`src/rtl/multicycle_controller.sv`:
```
// ---------------------------------------------------------------------------
// multicycle_controller
//
// Main control FSM of the multi-cycle 32-bit MIPS core. Each instruction is
// sequenced through FETCH / DECODE / EXEC / MEM / WB, driving the shared
// memory, ALU, PC and register-file controls. It waits on variable-latency
// instruction and data memories, with an optional wait timeout, and counts
// retired instructions.
//
// Ports:
//   clk         in   rising-edge clock
//   rst         in   synchronous reset, active high
//   opcode      in   instruction[31:26]; only looked at in DECODE
//   imem_ready  in   instruction memory data valid
//   dmem_ready  in   data memory access complete
//   zero        in   ALU zero flag; only looked at in EXEC
//   imem_read   out  instruction fetch request
//   ir_write    out  load the IR
//   pc_write    out  update the PC
//   pc_src      out  00 pc+4, 01 branch target, 10 jump target
//   dmem_read   out  data load request
//   dmem_write  out  data store request
//   alu_src     out  1 = immediate operand
//   alu_op      out  00 add, 01 sub, 10 or, 11 funct-decoded
//   r_type      out  R-type qualifier (EXEC..WB)
//   ori         out  ori qualifier (EXEC..WB)
//   lui         out  lui qualifier (EXEC..WB)
//   mem_to_reg  out  writeback data comes from memory
//   reg_write   out  register file write
//   reg_write2  out  hi/lo write (R-type)
//   link        out  jal: write pc+4 to $31
//   illegal     out  one-cycle pulse on an unknown opcode
//   bus_error   out  one-cycle pulse on a memory wait timeout
//   state       out  current FSM state (debug)
//   retired     out  retired-instruction count, wraps
//
// Handshake: a memory request (imem_read / dmem_read / dmem_write) is held
// high every cycle the FSM sits in the requesting state; the access
// completes in the cycle the matching ready is seen high. Only the ready of
// the current state is honoured. If the timeout fires first the request is
// simply dropped and the FSM returns to FETCH.
// ---------------------------------------------------------------------------
module multicycle_controller #(
   parameter int COUNT_W     = 32,
   parameter int MEM_TIMEOUT = 0
) (
   input  logic               clk,
   input  logic               rst,
   input  logic [5:0]         opcode,
   input  logic               imem_ready,
   input  logic               dmem_ready,
   input  logic               zero,
   output logic               imem_read,
   output logic               ir_write,
   output logic               pc_write,
   output logic [1:0]         pc_src,
   output logic               dmem_read,
   output logic               dmem_write,
   output logic               alu_src,
   output logic [1:0]         alu_op,
   output logic               r_type,
   output logic               ori,
   output logic               lui,
   output logic               mem_to_reg,
   output logic               reg_write,
   output logic               reg_write2,
   output logic               link,
   output logic               illegal,
   output logic               bus_error,
   output logic [2:0]         state,
   output logic [COUNT_W-1:0] retired
);

   typedef enum logic [2:0] {
      S_FETCH  = 3'd0,
      S_DECODE = 3'd1,
      S_EXEC   = 3'd2,
      S_MEM    = 3'd3,
      S_WB     = 3'd4
   } state_t;

   localparam logic [5:0] OP_R   = 6'b000000;
   localparam logic [5:0] OP_J   = 6'b000010;
   localparam logic [5:0] OP_JAL = 6'b000011;
   localparam logic [5:0] OP_BEQ = 6'b000100;
   localparam logic [5:0] OP_BNE = 6'b000101;
   localparam logic [5:0] OP_ORI = 6'b001101;
   localparam logic [5:0] OP_LUI = 6'b001111;
   localparam logic [5:0] OP_LW  = 6'b100011;
   localparam logic [5:0] OP_SW  = 6'b101011;

   localparam bit          TIMEOUT_EN  = (MEM_TIMEOUT != 0);
   localparam logic [31:0] TIMEOUT_LIM = 32'(MEM_TIMEOUT);

   state_t             state_q;
   state_t             state_d;
   logic [5:0]         op_q;
   logic [5:0]         cur_op;
   logic [COUNT_W-1:0] retired_q;
   logic [31:0]        wait_cnt;
   logic               waiting;
   logic               timeout;
   logic               retire;

   logic is_r, is_j, is_jal, is_beq, is_bne, is_ori, is_lui, is_lw, is_sw;
   logic known;

   // The opcode is latched at the end of DECODE, so DECODE itself has to
   // decode the live IR field; every later state uses the latched copy.
   assign cur_op = (state_q == S_DECODE) ? opcode : op_q;

   assign is_r   = (cur_op == OP_R);
   assign is_j   = (cur_op == OP_J);
   assign is_jal = (cur_op == OP_JAL);
   assign is_beq = (cur_op == OP_BEQ);
   assign is_bne = (cur_op == OP_BNE);
   assign is_ori = (cur_op == OP_ORI);
   assign is_lui = (cur_op == OP_LUI);
   assign is_lw  = (cur_op == OP_LW);
   assign is_sw  = (cur_op == OP_SW);
   assign known  = is_r | is_j | is_jal | is_beq | is_bne |
                   is_ori | is_lui | is_lw | is_sw;

   // A waiting cycle is one spent in a memory state without its ready.
   assign waiting = ((state_q == S_FETCH) && !imem_ready) ||
                    ((state_q == S_MEM)   && !dmem_ready);

   // Timeout fires in the waiting cycle that finds the counter already at
   // the limit; a ready in that cycle means waiting is low, so it wins.
   assign timeout = TIMEOUT_EN && waiting && (wait_cnt == TIMEOUT_LIM);

   // -------------------------------------------------------------------
   // State register
   // -------------------------------------------------------------------
   always_ff @(posedge clk) begin
      if (rst) begin
         state_q   <= S_FETCH;
         op_q      <= '0;
         retired_q <= '0;
         wait_cnt  <= '0;
      end else begin
         state_q <= state_d;
         if (state_q == S_DECODE) begin
            op_q <= opcode;
         end
         if (retire) begin
            retired_q <= retired_q + COUNT_W'(1);
         end
         // A timeout returns FETCH to FETCH, so it must clear explicitly.
         if (timeout || (state_d != state_q)) begin
            wait_cnt <= '0;
         end else if (waiting) begin
            wait_cnt <= wait_cnt + 32'd1;
         end
      end
   end

   // -------------------------------------------------------------------
   // Next-state and retirement
   // -------------------------------------------------------------------
   always_comb begin
      state_d = state_q;
      retire  = 1'b0;
      case (state_q)
         S_FETCH: begin
            if (imem_ready) begin
               state_d = S_DECODE;
            end else if (timeout) begin
               state_d = S_FETCH;
            end
         end
         S_DECODE: begin
            if (is_j) begin
               state_d = S_FETCH;
               retire  = 1'b1;
            end else if (is_jal) begin
               state_d = S_WB;
            end else if (!known) begin
               state_d = S_FETCH;
            end else begin
               state_d = S_EXEC;
            end
         end
         S_EXEC: begin
            if (is_beq || is_bne) begin
               state_d = S_FETCH;
               retire  = 1'b1;
            end else if (is_lw || is_sw) begin
               state_d = S_MEM;
            end else begin
               state_d = S_WB;
            end
         end
         S_MEM: begin
            if (dmem_ready) begin
               if (is_sw) begin
                  state_d = S_FETCH;
                  retire  = 1'b1;
               end else begin
                  state_d = S_WB;
               end
            end else if (timeout) begin
               state_d = S_FETCH;
            end
         end
         S_WB: begin
            state_d = S_FETCH;
            retire  = 1'b1;
         end
         default: begin
            state_d = S_FETCH;
         end
      endcase
   end

   // -------------------------------------------------------------------
   // Output decode; everything is forced low while rst is high so an
   // interrupted access issues no strobes.
   // -------------------------------------------------------------------
   always_comb begin
      imem_read  = 1'b0;
      ir_write   = 1'b0;
      pc_write   = 1'b0;
      pc_src     = 2'b00;
      dmem_read  = 1'b0;
      dmem_write = 1'b0;
      alu_src    = 1'b0;
      alu_op     = 2'b00;
      r_type     = 1'b0;
      ori        = 1'b0;
      lui        = 1'b0;
      mem_to_reg = 1'b0;
      reg_write  = 1'b0;
      reg_write2 = 1'b0;
      link       = 1'b0;
      illegal    = 1'b0;
      bus_error  = 1'b0;
      state      = 3'd0;
      retired    = '0;
      if (!rst) begin
         state     = state_q;
         retired   = retired_q;
         bus_error = timeout;
         case (state_q)
            S_FETCH: begin
               imem_read = 1'b1;
               if (imem_ready) begin
                  ir_write = 1'b1;
                  pc_write = 1'b1;
                  pc_src   = 2'b00;
               end
            end
            S_DECODE: begin
               if (is_j) begin
                  pc_write = 1'b1;
                  pc_src   = 2'b10;
               end else if (!known) begin
                  illegal = 1'b1;
               end
            end
            S_EXEC: begin
               if (is_r) begin
                  alu_op = 2'b11;
               end else if (is_lw || is_sw || is_lui) begin
                  alu_op  = 2'b00;
                  alu_src = 1'b1;
               end else if (is_ori) begin
                  alu_op  = 2'b10;
                  alu_src = 1'b1;
               end else if (is_beq || is_bne) begin
                  alu_op   = 2'b01;
                  pc_src   = 2'b01;
                  pc_write = is_beq ? zero : ~zero;
               end
            end
            S_MEM: begin
               dmem_read  = is_lw;
               dmem_write = is_sw;
            end
            S_WB: begin
               reg_write  = 1'b1;
               mem_to_reg = is_lw;
               reg_write2 = is_r;
               if (is_jal) begin
                  link     = 1'b1;
                  pc_write = 1'b1;
                  pc_src   = 2'b10;
               end
            end
            default: begin
            end
         endcase
         if ((state_q == S_EXEC) || (state_q == S_MEM) || (state_q == S_WB)) begin
            r_type = is_r;
            ori    = is_ori;
            lui    = is_lui;
         end
      end
   end

endmodule
```
`config.mk`:
```
export PLATFORM = sky130hd
export DESIGN_NAME = multicycle_controller
export DESIGN_NICKNAME = d
export VERILOG_FILES = /design/src/rtl/multicycle_controller.sv
export SDC_FILE = /design/constraint.sdc
export NUM_CORES = 1
export LEC_CHECK = 0
export ABC_AREA = 1
export CORE_ASPECT_RATIO = 0.7
export CORE_UTILIZATION = 56
export CTS_CLUSTER_SIZE = 14
export DETAILED_ROUTE_END_ITERATION = 8
export GPL_TIMING_DRIVEN = 0
export PLACE_DENSITY = 0.94
export REMOVE_ABC_BUFFERS = 1
export SLEW_MARGIN = 20
export SYNTH_ARGS = -nofsm -noshare
export SYNTH_HDL_FRONTEND = slang
export SYNTH_SLANG_ARGS = --single-unit
```
`constraint.sdc`:
```
create_clock -name clk -period 4.39 [get_ports clk]
set_input_delay 0.878 -clock clk [delete_from_list [all_inputs] [get_ports clk]]
set_output_delay 0.878 -clock clk [all_outputs]
set_load 0.005 [all_outputs]
```
# Word-level counts from Yosys, hierarchy flattened

Index checks and enable logic that the tools add are counted.

Bits in registers: 41
Bits of input ports: 11
Logic and storage cells: 105

Add/sub/neg operators: 1
Eq/ne operators: 14
Mux-type cells: 70
Bitwise operators: 9
Reductions and logical operators: 8

Operator list:

| cell                    | count |
|---|---|
| $mux W1                 | 47 |
| $add A32 B1 Y32 const B | 1 |
| $mux W32                | 1 |
| $mux W3                 | 8 |
| $mux W2                 | 9 |
| $eq A6 B2 Y1 const B    | 2 |
| $eq A6 B3 Y1 const B    | 2 |
| $eq A6 B4 Y1 const B    | 2 |
| $eq A6 B6 Y1 const B    | 2 |
| $pmux W3 S4             | 1 |
| $or A1 B1 Y1            | 8 |
| $pmux W1 S4             | 2 |
| $eq A3 B2 Y1 const B    | 2 |
| $logic_not A6 Y1        | 1 |
| $mux W6                 | 1 |
| $pmux W2 S3             | 1 |
| $logic_or A1 B1 Y1      | 5 |
| $ne A2 B2 Y1 const B    | 2 |
| $eq A3 B1 Y1 const B    | 1 |
| $eq A3 B3 Y1 const B    | 1 |
| $logic_not A3 Y1        | 1 |
| $reduce_and A2 Y1       | 1 |
| $not A1 Y1              | 1 |

# Logic depth before layout (Yosys ltp)

Gate-level depths: netlist (run 1).

Depth in word-level cells: 15
Gate-level depth with buffers: 15

# Least setup slack after synthesis (run 1)

No wires, ideal clock.

Kind: input port to output port
Start: input opcode[0]
End: output pc_write
Data arrival time: 1.835 ns
Required time: 3.512 ns
Slack: 1.677 ns
Stages: 8
Path buffers: 0
Path through: nand4_1 > nand2_1 > nand2_1 > nor3_1 > nand2_1 > nand3_1 > nor2_1 > nor2_1

Cells in the longest elaborated chain, start to end: 9
Elaborated cells between the ends (all ways): 22
Classes of those cells: 8 x eq/ne; 10 x mux; 4 x reduce/logical

RTL lines:

| element                                       | line     | RTL |
|---|---|---|
| from (decl)                                   | 49       | `input logic [5:0] opcode,` |
| $mux W6 (*)                                   | --       |  |
| $eq A6 B3 Y1 (on tied branches)               | 115, 116 |  |
| $mux W1 or $logic_or A1 B1 Y1 (tied branches) | 273, 270 |  |
| $mux W1                                       | 270      | `end else if (is_beq \|\| is_bne) begin` |
| $mux W1                                       | 267      | `end else if (is_ori) begin` |
| $mux W1                                       | 264      | `end else if (is_lw \|\| is_sw \|\| is_lui) begin` |
| $mux W1                                       | 262      | `if (is_r) begin` |
| $pmux W1 S4 (*)                               | 244      | `case (state_q)` |
| $mux W1 (*)                                   | 240      | `if (!rst) begin` |
| to (decl)                                     | 55       | `output logic pc_write,` |

Every way passes the cells marked *; elsewhere a longest branch is shown, timed or not.

# Worst setup path after layout (run 1)

Start: input opcode[1]
End: output pc_write

The elaborated chain is that of the path after synthesis.

==> key figures, run 1 <==
Pwr
  • Pwr dens: around 370 nW/um2
  • VDD IR max: 0.000280 V
  • Final Power: approximately 1.4 mW
  • Leak: around 1.4 nW

Clock network
  • CTS tree: done
  • Cts hold-fix bufs: 0
  • Root buf cell: clkbuf_8
  • # resized after CTS: 0
  • H-tree depth: 2
  • Cts bufs inserted: 5
  • Post-CTS Setup Repair Bufs: 0
  • Worst-skew pair later-pin latency: ~300 ps
  • CTS sink count: 41
  • Clock slew at reported path FFs: about 70 ps
  • Max clock buf depth: 2

Min path
  • Worst min path class: reg2reg
  • Hold-critical path depth: 2

GRT
  • Number of global-route vias before repair: 2943
  • Initial antenna violation count: 0
  • Largest net degree at the start of global routing: 45
  • Total gr overflow: 0
  • GRT Total Usage: a little over 30%
  • First-pass GRT wire length: ~14 mm

Timing
  • Tmin final: ~4000 ps
  • Max Slew Vio Count: 0
  • Final WS setup: 390 ps
  • Worst-Margin Slew: 754 ps
  • Final setup vio count: 0
  • RSZ-0062 raised after global routing: no
  • Peak Freq: around 0.25 GHz
  • WHS: between 400 and 500 ps
  • Fin. Hold Viols: 0
  • Slew headroom: about half
  • Setup TNS: 0 ps
  • Post-Route Skew: 8.65 ps
  • Final worst-path cycle share: 91.1%

Place
  • Detail Placement HPWL: approximately 6.6 mm
  • Pre-CTS setup slack: 433 ps
  • Area after DPL: 3710 um2
  • IO Port Bufs: 63
  • RePlAce Congestion: approximately 0.95

Yosys
  • Synth warn: 0
  • Avg Inst Size Synth: 6.00 um2
  • Flops & latches, synth: 41
  • Post-Syn Area: 3110 um2
  • Count of cell types in the netlist: 32
  • Post-synthesis sequential area ratio: a little over a quarter
  • Synth Instances: 518

Finish
  • Share of cells above drive strength 1: 5.96%
  • ANT cells: 0
  • Fillers: between 400 and 500
  • Fin area: around 3800 um2
  • Final Net Count: between 500 and 600
  • Layout area overhead: 21.8%

Routing
  • 1st-iter DRT viols: 290
  • DRT antenna net count: 0
  • WL per Instance: around 14 um
  • DR vias/cell: approximately 5.4
  • Vias: 3492
  • Drc violations: 0
  • Routed WL: about 8.8 mm
  • First-pass DRT Iterations: 5

Setup path
  • Crit path arrival time: 3120 ps
  • Critical-path maximum fanout: 4
  • CP Class: in2out
  • Worst reg2reg path depth: 10
  • Startpoint types: input pin
  • WP data required: approximately 3500 ps
  • Critical path endpoint category: output pin

Floorplanning
  • Boundary pin count: 65
  • Die width: 91.1 um
  • Core Region: ~5300 um2
  • Die area: a little under 6000 um2
  • Die height: 64.3 um
  • Initial Util: 58.8%
  • Num rows: 22

Outcome
  • Status: finished clean

Flow run
  • Max-capacitance violation count: 0
==> synth_stat cells <==
library cell / n / area, um2
nand2_1: 147 / 552
nor2_1: 99 / 372
inv_1: 62 / 233
dfxtp_1: 41 / 821
xor2_1: 29 / 254
a21oi_1: 27 / 135
nor3_1: 23 / 115
nand3_1: 20 / 100
nand4_1: 10 / 62.6
clkbuf_1: 8 / 30.0
a21oi_2: 7 / 61.3
o21ai_0: 7 / 35.0
nand2_2: 6 / 37.5
buf_6: 4 / 45.0
nor2_4: 4 / 45.0
buf_8: 3 / 45.0
inv_2: 3 / 11.3
buf_1: 2 / 7.51
nand3_2: 2 / 20.0
o21ai_1: 2 / 10.0
a31oi_1: 1 / 6.26
and2_1: 1 / 6.26
buf_4: 1 / 7.51
conb_1: 1 / 3.75
ha_1: 1 / 12.5
nand3_4: 1 / 17.5
nand4_2: 1 / 12.5
nand4_4: 1 / 21.3
nor2_2: 1 / 6.26
nor3b_1: 1 / 7.51
o31ai_1: 1 / 7.51
xnor2_1: 1 / 8.76
==> flip-flops by register name, indices dropped and copies added (netlist names) <==
signal / cells
op_q: 6
retired_q: 32
state_q: 3
==> placed cells by master (no fill, tap or decap), types with 3 or more instances in the layout <==
cell type and n:
nand2_1 147, nor3_1 23, inv_2 3, nor2_4 4
nor2_1 99, o21ai_0 7, dfxtp_1 41, a21oi_1 27
nand4_1 10, a21oi_2 7, nand3_1 20, clkbuf_8 5
clkdlybuf4s50_1 62, xor2_1 29, inv_1 62, nand2_2 6
==> power by group <==
part | switching, mW | leakage, nW | internal (mW) | total (mW)
Clock | 0.131 | 0.0399 | 0.105 | 0.235
Sequential | 0.0409 | 0.332 | 0.412 | 0.452
Combinational | 0.485 | 1.02 | 0.218 | 0.703
Total | 0.656 | 1.40 | 0.735 | 1.39
==> cells by family (layout without fill, tap and decap cells) <==
family	count (synthesis)	count (layout)	share of synthesized area (%)
buf+inv	83	135	12.2
other cells	1	1	0.121
flops	41	41	26.4
xor+xnor	30	30	8.45
fa+ha+maj	1	1	0.402
compound gates	45	45	8.21
simple gates	317	317	44.2
==> metal layers <==
layer  vias to the layer above  wire length, um  global-route usage, %
li1                       1705                -                      -
met1                      1598             4270                   45.0
met2                       171             3690                   45.0
met3                        18              716                   4.88
met4                         0              123                   8.73
met5                         -                0                      0
==> worst max-delay path, cell delays in order <==
cell	delay (ps)
clkdlybuf4s50_1	490
nand3_1	80
nand2_1	140
nand2_1	110
nor3_1	510
nand2_1	180
nand3_1	110
nor2_1	50
nor2_1	80
clkdlybuf4s50_1	500
==> final cells by class <==
cell class,count,area [um2],share of cell area [%]
multi-input combinational,394,1910,50.4
sequential,41,821,21.7
clock inverter,1,5.00,0.132
inverter,65,244,6.44
clock buffer,5,68.8,1.82
timing repair buffer,64,648,17.1
tap,72,90.1,2.38
==> path summary, 6_finish.rpt <==
path	startpoint	slack [ps]	endpoint
setup / recovery	opcode[1]	390	pc_write
hold / removal	retired_q[7]	490	retired_q[7]
setup reg to reg	state_q[0]	1880	retired_q[26]
hold reg to reg	retired_q[7]	490	retired_q[7]
==> per-stage QoR <==
stage               cells  utilization [%]
detailed placement    636             70.2
global placement      635             69.9
finish                642             71.6
CTS                   642             71.6
global route          642             71.6
floorplan             500                -
Power figures use the tool's default switching activity.
==> inputs of run 2 (changes only) <==
--- a/config.mk
+++ b/config.mk
@@ -6,12 +6,13 @@
 export NUM_CORES = 1
 export LEC_CHECK = 0
 export ABC_AREA = 1
+export CAP_MARGIN = 40
 export CORE_ASPECT_RATIO = 0.7
-export CORE_UTILIZATION = 56
+export CORE_UTILIZATION = 52
 export CTS_CLUSTER_SIZE = 14
 export DETAILED_ROUTE_END_ITERATION = 8
 export GPL_TIMING_DRIVEN = 0
-export PLACE_DENSITY = 0.94
+export PLACE_DENSITY = 0.89
 export REMOVE_ABC_BUFFERS = 1
 export SLEW_MARGIN = 20
 export SYNTH_ARGS = -nofsm -noshare
==> constraint.sdc (replaced) <==
create_clock -name clk -period 3.89 [get_ports clk]
set_input_delay 0.778 -clock clk [delete_from_list [all_inputs] [get_ports clk]]
set_output_delay 0.778 -clock clk [all_outputs]
set_load 0.005 [all_outputs]
==> key figures, run 2 (synthesis gave the netlist of run 1 again) <==
GRT
  • GRT busiest layer: met1
  • First-pass GRT wire length: 13.9 mm (-1.6%)
  • Total gr overflow: 0 (unchanged)
  • Number of global-route vias before repair: 2926 (-0.58%)
  • Largest net degree at the start of global routing: 45 (unchanged)
  • Initial antenna violation count: 0 (unchanged)
  • GRT Total Usage: 29.2% (-1.2 points)
  • Grt met1 use: 43.5% (-1.5 points)
  • Met2 Use GR: 42.4% (-2.6 points)
  • M3 GR Usage: 5.37% (+0.48 points)

Clock network
  • Cts bufs inserted: 5 (unchanged)
  • Clock slew at reported path FFs: 80 ps (about the same)
  • Max clock buf depth: 2 (unchanged)
  • CTS sink count: 41 (unchanged)
  • Worst-skew pair later-pin latency: 300 ps (about the same)
  • H-tree depth: 2 (unchanged)
  • Cts hold-fix bufs: 0 (unchanged)
  • CTS tree: done
  • Root buf cell: clkbuf_8
  • Post-CTS Setup Repair Bufs: 0 (unchanged)

Timing
  • WHS: 492 ps (-1.13 ps)
  • Peak Freq: approximately 0.27 GHz
  • RSZ-0062 raised after global routing: no
  • Setup TNS: 0 ps (unchanged)
  • Final setup vio count: 0 (unchanged)
  • Slew headroom: 51.0% (+1.4 points)
  • Post-Route Skew: 5.17 ps (-3.48 ps)
  • Final worst-path cycle share: between 90% and 100%
  • Tmin final: around 3700 ps
  • Worst-Margin Slew: 733 ps (-20.9 ps)
  • Max Slew Vio Count: 0 (unchanged)
  • Final WS setup: 213 ps (-177 ps)
  • Fin. Hold Viols: 0 (unchanged)

Place
  • IO Port Bufs: 63 (unchanged)
  • Pre-CTS setup slack: 65.3 ps (-367 ps)
  • RePlAce Congestion: 0.948 (-0.64%)
  • Cell total after placement: 639 (+0.47%)
  • Area after DPL: 3720 um2 (+0.10%)
  • Detail Placement HPWL: 6.77 mm (+2.6%)

Min path
  • Worst min path class: reg2reg

Finish
  • Share of cells above drive strength 1: 6.29% (+0.33 points)
  • Top flop regs: retired_q (32), op_q (6), state_q (3)
  • Layout area overhead: 23.4%
  • Register area: 821 um2 (unchanged)
  • Multi-input gate area: 1910 um2 (+0.26%)
  • Fin area: 3840 um2 (+1.4%)
  • Most common cell after layout, fill and taps aside: nand2_1
  • Post-layout util: 66.7% (-5.0 points)
  • Fillers: 528 (+17%)
  • Fin cells: 647 (+0.78%)
  • Final Net Count: 583 (unchanged)
  • Number of flip-flops in the largest register: 32 (unchanged)
  • Commonest non-fill, non-tap cells in the layout: nand2_1, nor2_1, inv_1, clkdlybuf4s50_1, dfxtp_1
  • Reg with most FFs: retired_q
  • ANT cells: 0 (unchanged)

Floorplanning
  • Die width: 94.4 um (+3.7%)
  • Boundary pin count: 65 (unchanged)
  • Die area: 6300 um2 (+7.5%)
  • Die height: 66.7 um (+3.7%)
  • Core Region: 5760 um2 (+8.9%)
  • Num rows: 23 (+4.5%)
  • Initial Util: 54.0% (-4.8 points)

Pwr
  • VDD IR max: 0.000458 V (+64%)
  • Pwr dens: 436 nW/um2 (+19%)
  • Net Sw Frac: 45.0% (-2.2 points)
  • Psw: 753 uW (+15%)
  • Int Pwr: 921 uW (+25%)
  • Final Power: 1.67 mW (+20%)
  • Comb power frac: 47.8% (-2.7 points)
  • Sequential share of power: 30.3% (-2.2 points)
  • Clk pwr share: 21.9% (+5.0 points)
  • Leak: 1.41 nW (+1.3%)

Routing
  • WL per Instance: 13.5 um (-1.4%)
  • First-pass DRT Iterations: 5 (unchanged)
  • Routed WL: 8.74 mm (-0.59%)
  • DR vias/cell: 5.21 (-4.2%)
  • DRT antenna net count: 0 (unchanged)
  • 1st-iter DRT viols: 267 (-7.9%)
  • Drc violations: 0 (unchanged)
  • Vias: 3373 (-3.4%)

Setup path
  • CP Class: in2out
  • Critical path endpoint category: output pin
  • Startpoint types: input pin
  • Critical-path maximum fanout: 4 (unchanged)
  • Crit path arrival time: 2900 ps (-220 ps)
  • WP data required: 3110 ps (-400 ps)

Outcome
  • Status: finished clean

Flow run
  • Max-capacitance violation count: 0 (unchanged)
run 2: changes by cell type in the layout (fill, tap and decap cells not counted), sizes merged:
| cell | change |
|---|---|
| bufinv | +1 |
| clkinv | -1 |
| clkbuf | +2 |
run 2: power groups by stage:
stage               Combinational [mW]  Sequential, mW  Clock, mW
floorplan                        0.557           0.506          0
global placement                 0.768           0.514          0
detailed placement               0.777           0.516          0
CTS                              0.780           0.506      0.371
global route                     0.883           0.514      0.393
finish                           0.801           0.506      0.366
run 2: worst paths after layout:
check	to	slack, ps	from	cells past startpoint
hold reg to reg	retired_q[22]	490	retired_q[22]	2
setup reg to reg	retired_q[20]	1450	state_q[1]	11
hold / removal	retired_q[22]	490	retired_q[22]	2
setup / recovery	pc_write	210	opcode[0]	10
run 2: timing repair:
item / in CTS / in global routing
hold endpoints to repair: 0 / 0
resized for setup: 0 / 1
endpoints found under the setup margin: 0 / 2
run 2: worst max-delay path, stage by stage:
cell,delay [ps]
clkdlybuf4s50_1,480
nand4_1,100
nand2_1,140
nand2_1,130
nor3_2,360
nand2_1,150
nand3_1,110
nor2_1,50
nor2_1,70
clkdlybuf4s50_1,520
run 2: area by class of cell:
cell class	instances	share of cell area [%]
inverters	65	6.36
multi-input cells	394	49.9
flip-flops and latches	41	21.4
clock inverters	1	0.783
well taps	75	2.45
repair buffers	64	16.9
clock buffers	7	2.25
run 2: per-layer routing:
metal	vias up	wire length (um)	part of all wire, %
met1	1528	4390	50
met4	0	108	1.2
met3	12	745	8.5
li1	1707	-	-
met2	126	3500	40
met5	-	0	0
==> inputs of run 3 (changes only) <==
--- a/config.mk
+++ b/config.mk
@@ -6,7 +6,7 @@
 export NUM_CORES = 1
 export LEC_CHECK = 0
 export ABC_AREA = 1
-export CAP_MARGIN = 40
+export CAP_MARGIN = 20
 export CORE_ASPECT_RATIO = 0.7
 export CORE_UTILIZATION = 52
 export CTS_CLUSTER_SIZE = 14
@@ -14,7 +14,7 @@
 export GPL_TIMING_DRIVEN = 0
 export PLACE_DENSITY = 0.89
 export REMOVE_ABC_BUFFERS = 1
-export SLEW_MARGIN = 20
+export SKIP_LAST_GASP = 1
 export SYNTH_ARGS = -nofsm -noshare
 export SYNTH_HDL_FRONTEND = slang
 export SYNTH_SLANG_ARGS = --single-unit
==> key figures, run 3 (synthesis gave the netlist of run 1 again) <==
Outcome
  • Status: finished clean

Finish
  • Final Net Count: 583 (unchanged)
  • Layout area overhead: 23.3% (about the same)
  • Commonest non-fill, non-tap cells in the layout: nand2_1, nor2_1, inv_1, clkdlybuf4s50_1, dfxtp_1
  • Top flop regs: retired_q (32), op_q (6), state_q (3)
  • Most common cell after layout, fill and taps aside: nand2_1
  • ANT cells: 0 (unchanged)
  • Post-layout util: 66.6% (about the same)
  • Reg with most FFs: retired_q
  • Share of cells above drive strength 1: 6.29% (unchanged)
  • Number of flip-flops in the largest register: 32 (unchanged)
  • Fin area: 3830 um2 (about the same)

Routing
  • Met2 WL: 3.60 mm (+2.9%)
  • WL per Instance: 13.8 um (+1.8%)
  • Met1 WL: 4.39 mm (about the same)
  • DR vias/cell: 5.26 (+0.86%)
  • WL met3: 802 um (+7.7%)
  • Vias: 3402 (+0.86%)
  • First-pass DRT Iterations: 7 (+2)
  • Drc violations: 0 (unchanged)
  • 1st-iter DRT viols: 295 (+10%)
  • Routed WL: 8.90 mm (+1.8%)
  • DRT antenna net count: 0 (unchanged)
  • Top sig layer: met4

Setup path
  • Worst reg2reg path depth: 11 (unchanged)
  • WP buf/inv: 2 (unchanged)
  • Critical Path Stages: 10 (unchanged)
  • Startpoint types: input pin
  • CP top delay family: simple AND/OR/NAND/NOR gates
  • CP peak stage delay: 520 ps (about the same)
  • Critical-path maximum fanout: 4 (unchanged)
  • Crit path top cell by count: nand2_1
  • WP data required: 3110 ps (about the same)
  • CP max stage cell: clkdlybuf4s50_1
  • Crit path arrival time: 2910 ps (about the same)
  • CP Class: in2out
  • CP cell instances: clkdlybuf4s50_1 -> nand4_1 -> nand2_1 -> nand2_1 -> nor3_2 -> nand2_1 -> nand3_1 -> nor2_1 -> nor2_1 -> clkdlybuf4s50_1
  • Critical path endpoint category: output pin

Clock network
  • H-tree depth: 2 (unchanged)
  • CTS tree: done
  • Max clock buf depth: 2 (unchanged)
  • Cts hold-fix bufs: 0 (unchanged)
  • # resized after CTS: 0 (unchanged)
  • Cts bufs inserted: 5 (unchanged)
  • CTS sink count: 41 (unchanged)
  • Post-CTS Setup Repair Bufs: 0 (unchanged)
  • Worst-skew pair later-pin latency: 300 ps (about the same)
  • Root buf cell: clkbuf_8
  • Clock slew at reported path FFs: 80 ps (about the same)

GRT
  • Largest net degree at the start of global routing: 45 (unchanged)
  • First-pass GRT wire length: 14.0 mm (+0.89%)
  • Initial antenna violation count: 0 (unchanged)
  • Number of global-route vias before repair: 2940 (+0.48%)
  • GRT Total Usage: 29.4% (+0.26 points)
  • Total gr overflow: 0 (unchanged)

Floorplanning
  • Core Region: 5760 um2 (unchanged)
  • Die height: 66.7 um (unchanged)
  • Die width: 94.4 um (unchanged)
  • Boundary pin count: 65 (unchanged)
  • Die area: 6300 um2 (unchanged)
  • Initial Util: 54.0% (unchanged)
  • Num rows: 23 (unchanged)

Place
  • RePlAce Congestion: 0.948 (unchanged)
  • Detail Placement HPWL: 6.77 mm (about the same)
  • Area after DPL: 3710 um2 (about the same)
  • Pre-CTS setup slack: 49.1 ps (-16.2 ps)
  • IO Port Bufs: 63 (unchanged)

Timing
  • Slew headroom: 50.5% (-0.48 points)
  • Worst-Margin Slew: 740 ps (+7.22 ps)
  • Final WS setup: 200 ps (-12.4 ps)
  • Post-Route Skew: 3.71 ps (-1.46 ps)
  • Final worst-path cycle share: 94.9% (+0.32 points)
  • Final setup vio count: 0 (unchanged)
  • Peak Freq: 0.271 GHz (-0.34%)
  • Fin. Hold Viols: 0 (unchanged)
  • RSZ-0062 raised after global routing: no
  • Max Slew Vio Count: 0 (unchanged)
  • Tmin final: 3690 ps (+12.4 ps)

Pwr
  • VDD IR max: 0.000445 V (-2.9%)
  • Leak: 1.41 nW (about the same)
  • Pwr dens: 436 nW/um2 (-0.10%)

Min path
  • Hold-critical path depth: 2 (unchanged)
  • Worst min path class: reg2reg

Flow run
  • Max-capacitance violation count: 0 (unchanged)
-- run 3: final timing paths --
| path | start | to | slack (ps) |
|---|---|---|---|
| worst max-delay path | opcode[0] | pc_write | 200 |
| worst min-delay path | retired_q[22] | retired_q[22] | 490 |
| worst max register to register | state_q[1] | retired_q[27] | 1400 |
| worst min register to register | retired_q[22] | retired_q[22] | 490 |
-- run 3: cell type report --
type	count	area [um2]
Fill cell	540	1920
Clock inverter	1	30.0
Tap cell	75	93.8
Sequential cell	41	821
Multi-Input combinational cell	394	1910
Clock buffer	7	86.3
Timing Repair Buffer	64	646
Inverter	65	244
-- run 3: power by group --
group,total (mW),switching [mW],internal (mW)
clock,0.365,0.156,0.209
combinational,0.799,0.552,0.247
sequential,0.507,0.0428,0.464
-- run 3: per-stage QoR --
stage	TNS [ps]	power [mW]	instances	hold WS, ps
after global routing	0	1.79	647	526
after detailed placement	0	1.29	639	481
after global placement	-46280	1.28	638	466
after CTS	0	1.66	647	493
after floorplan	0	1.06	500	452
final	0	1.67	647	489
-- run 3: worst min-delay path: cells and delay by family, from the launching register on --
kind | cells | cell delay (ps)
AOI/OAI and AO/OA | 1 | 60
DFF | 1 | 330
and+or+nand+nor | 1 | 60
-- run 3: layer usage --
layer | up-vias | global-route usage (%)
met5 | - | 0
met3 | 15 | 6.16
met4 | 0 | 7.88
met1 | 1525 | 43.4
met2 | 156 | 42.6
li1 | 1706 | -
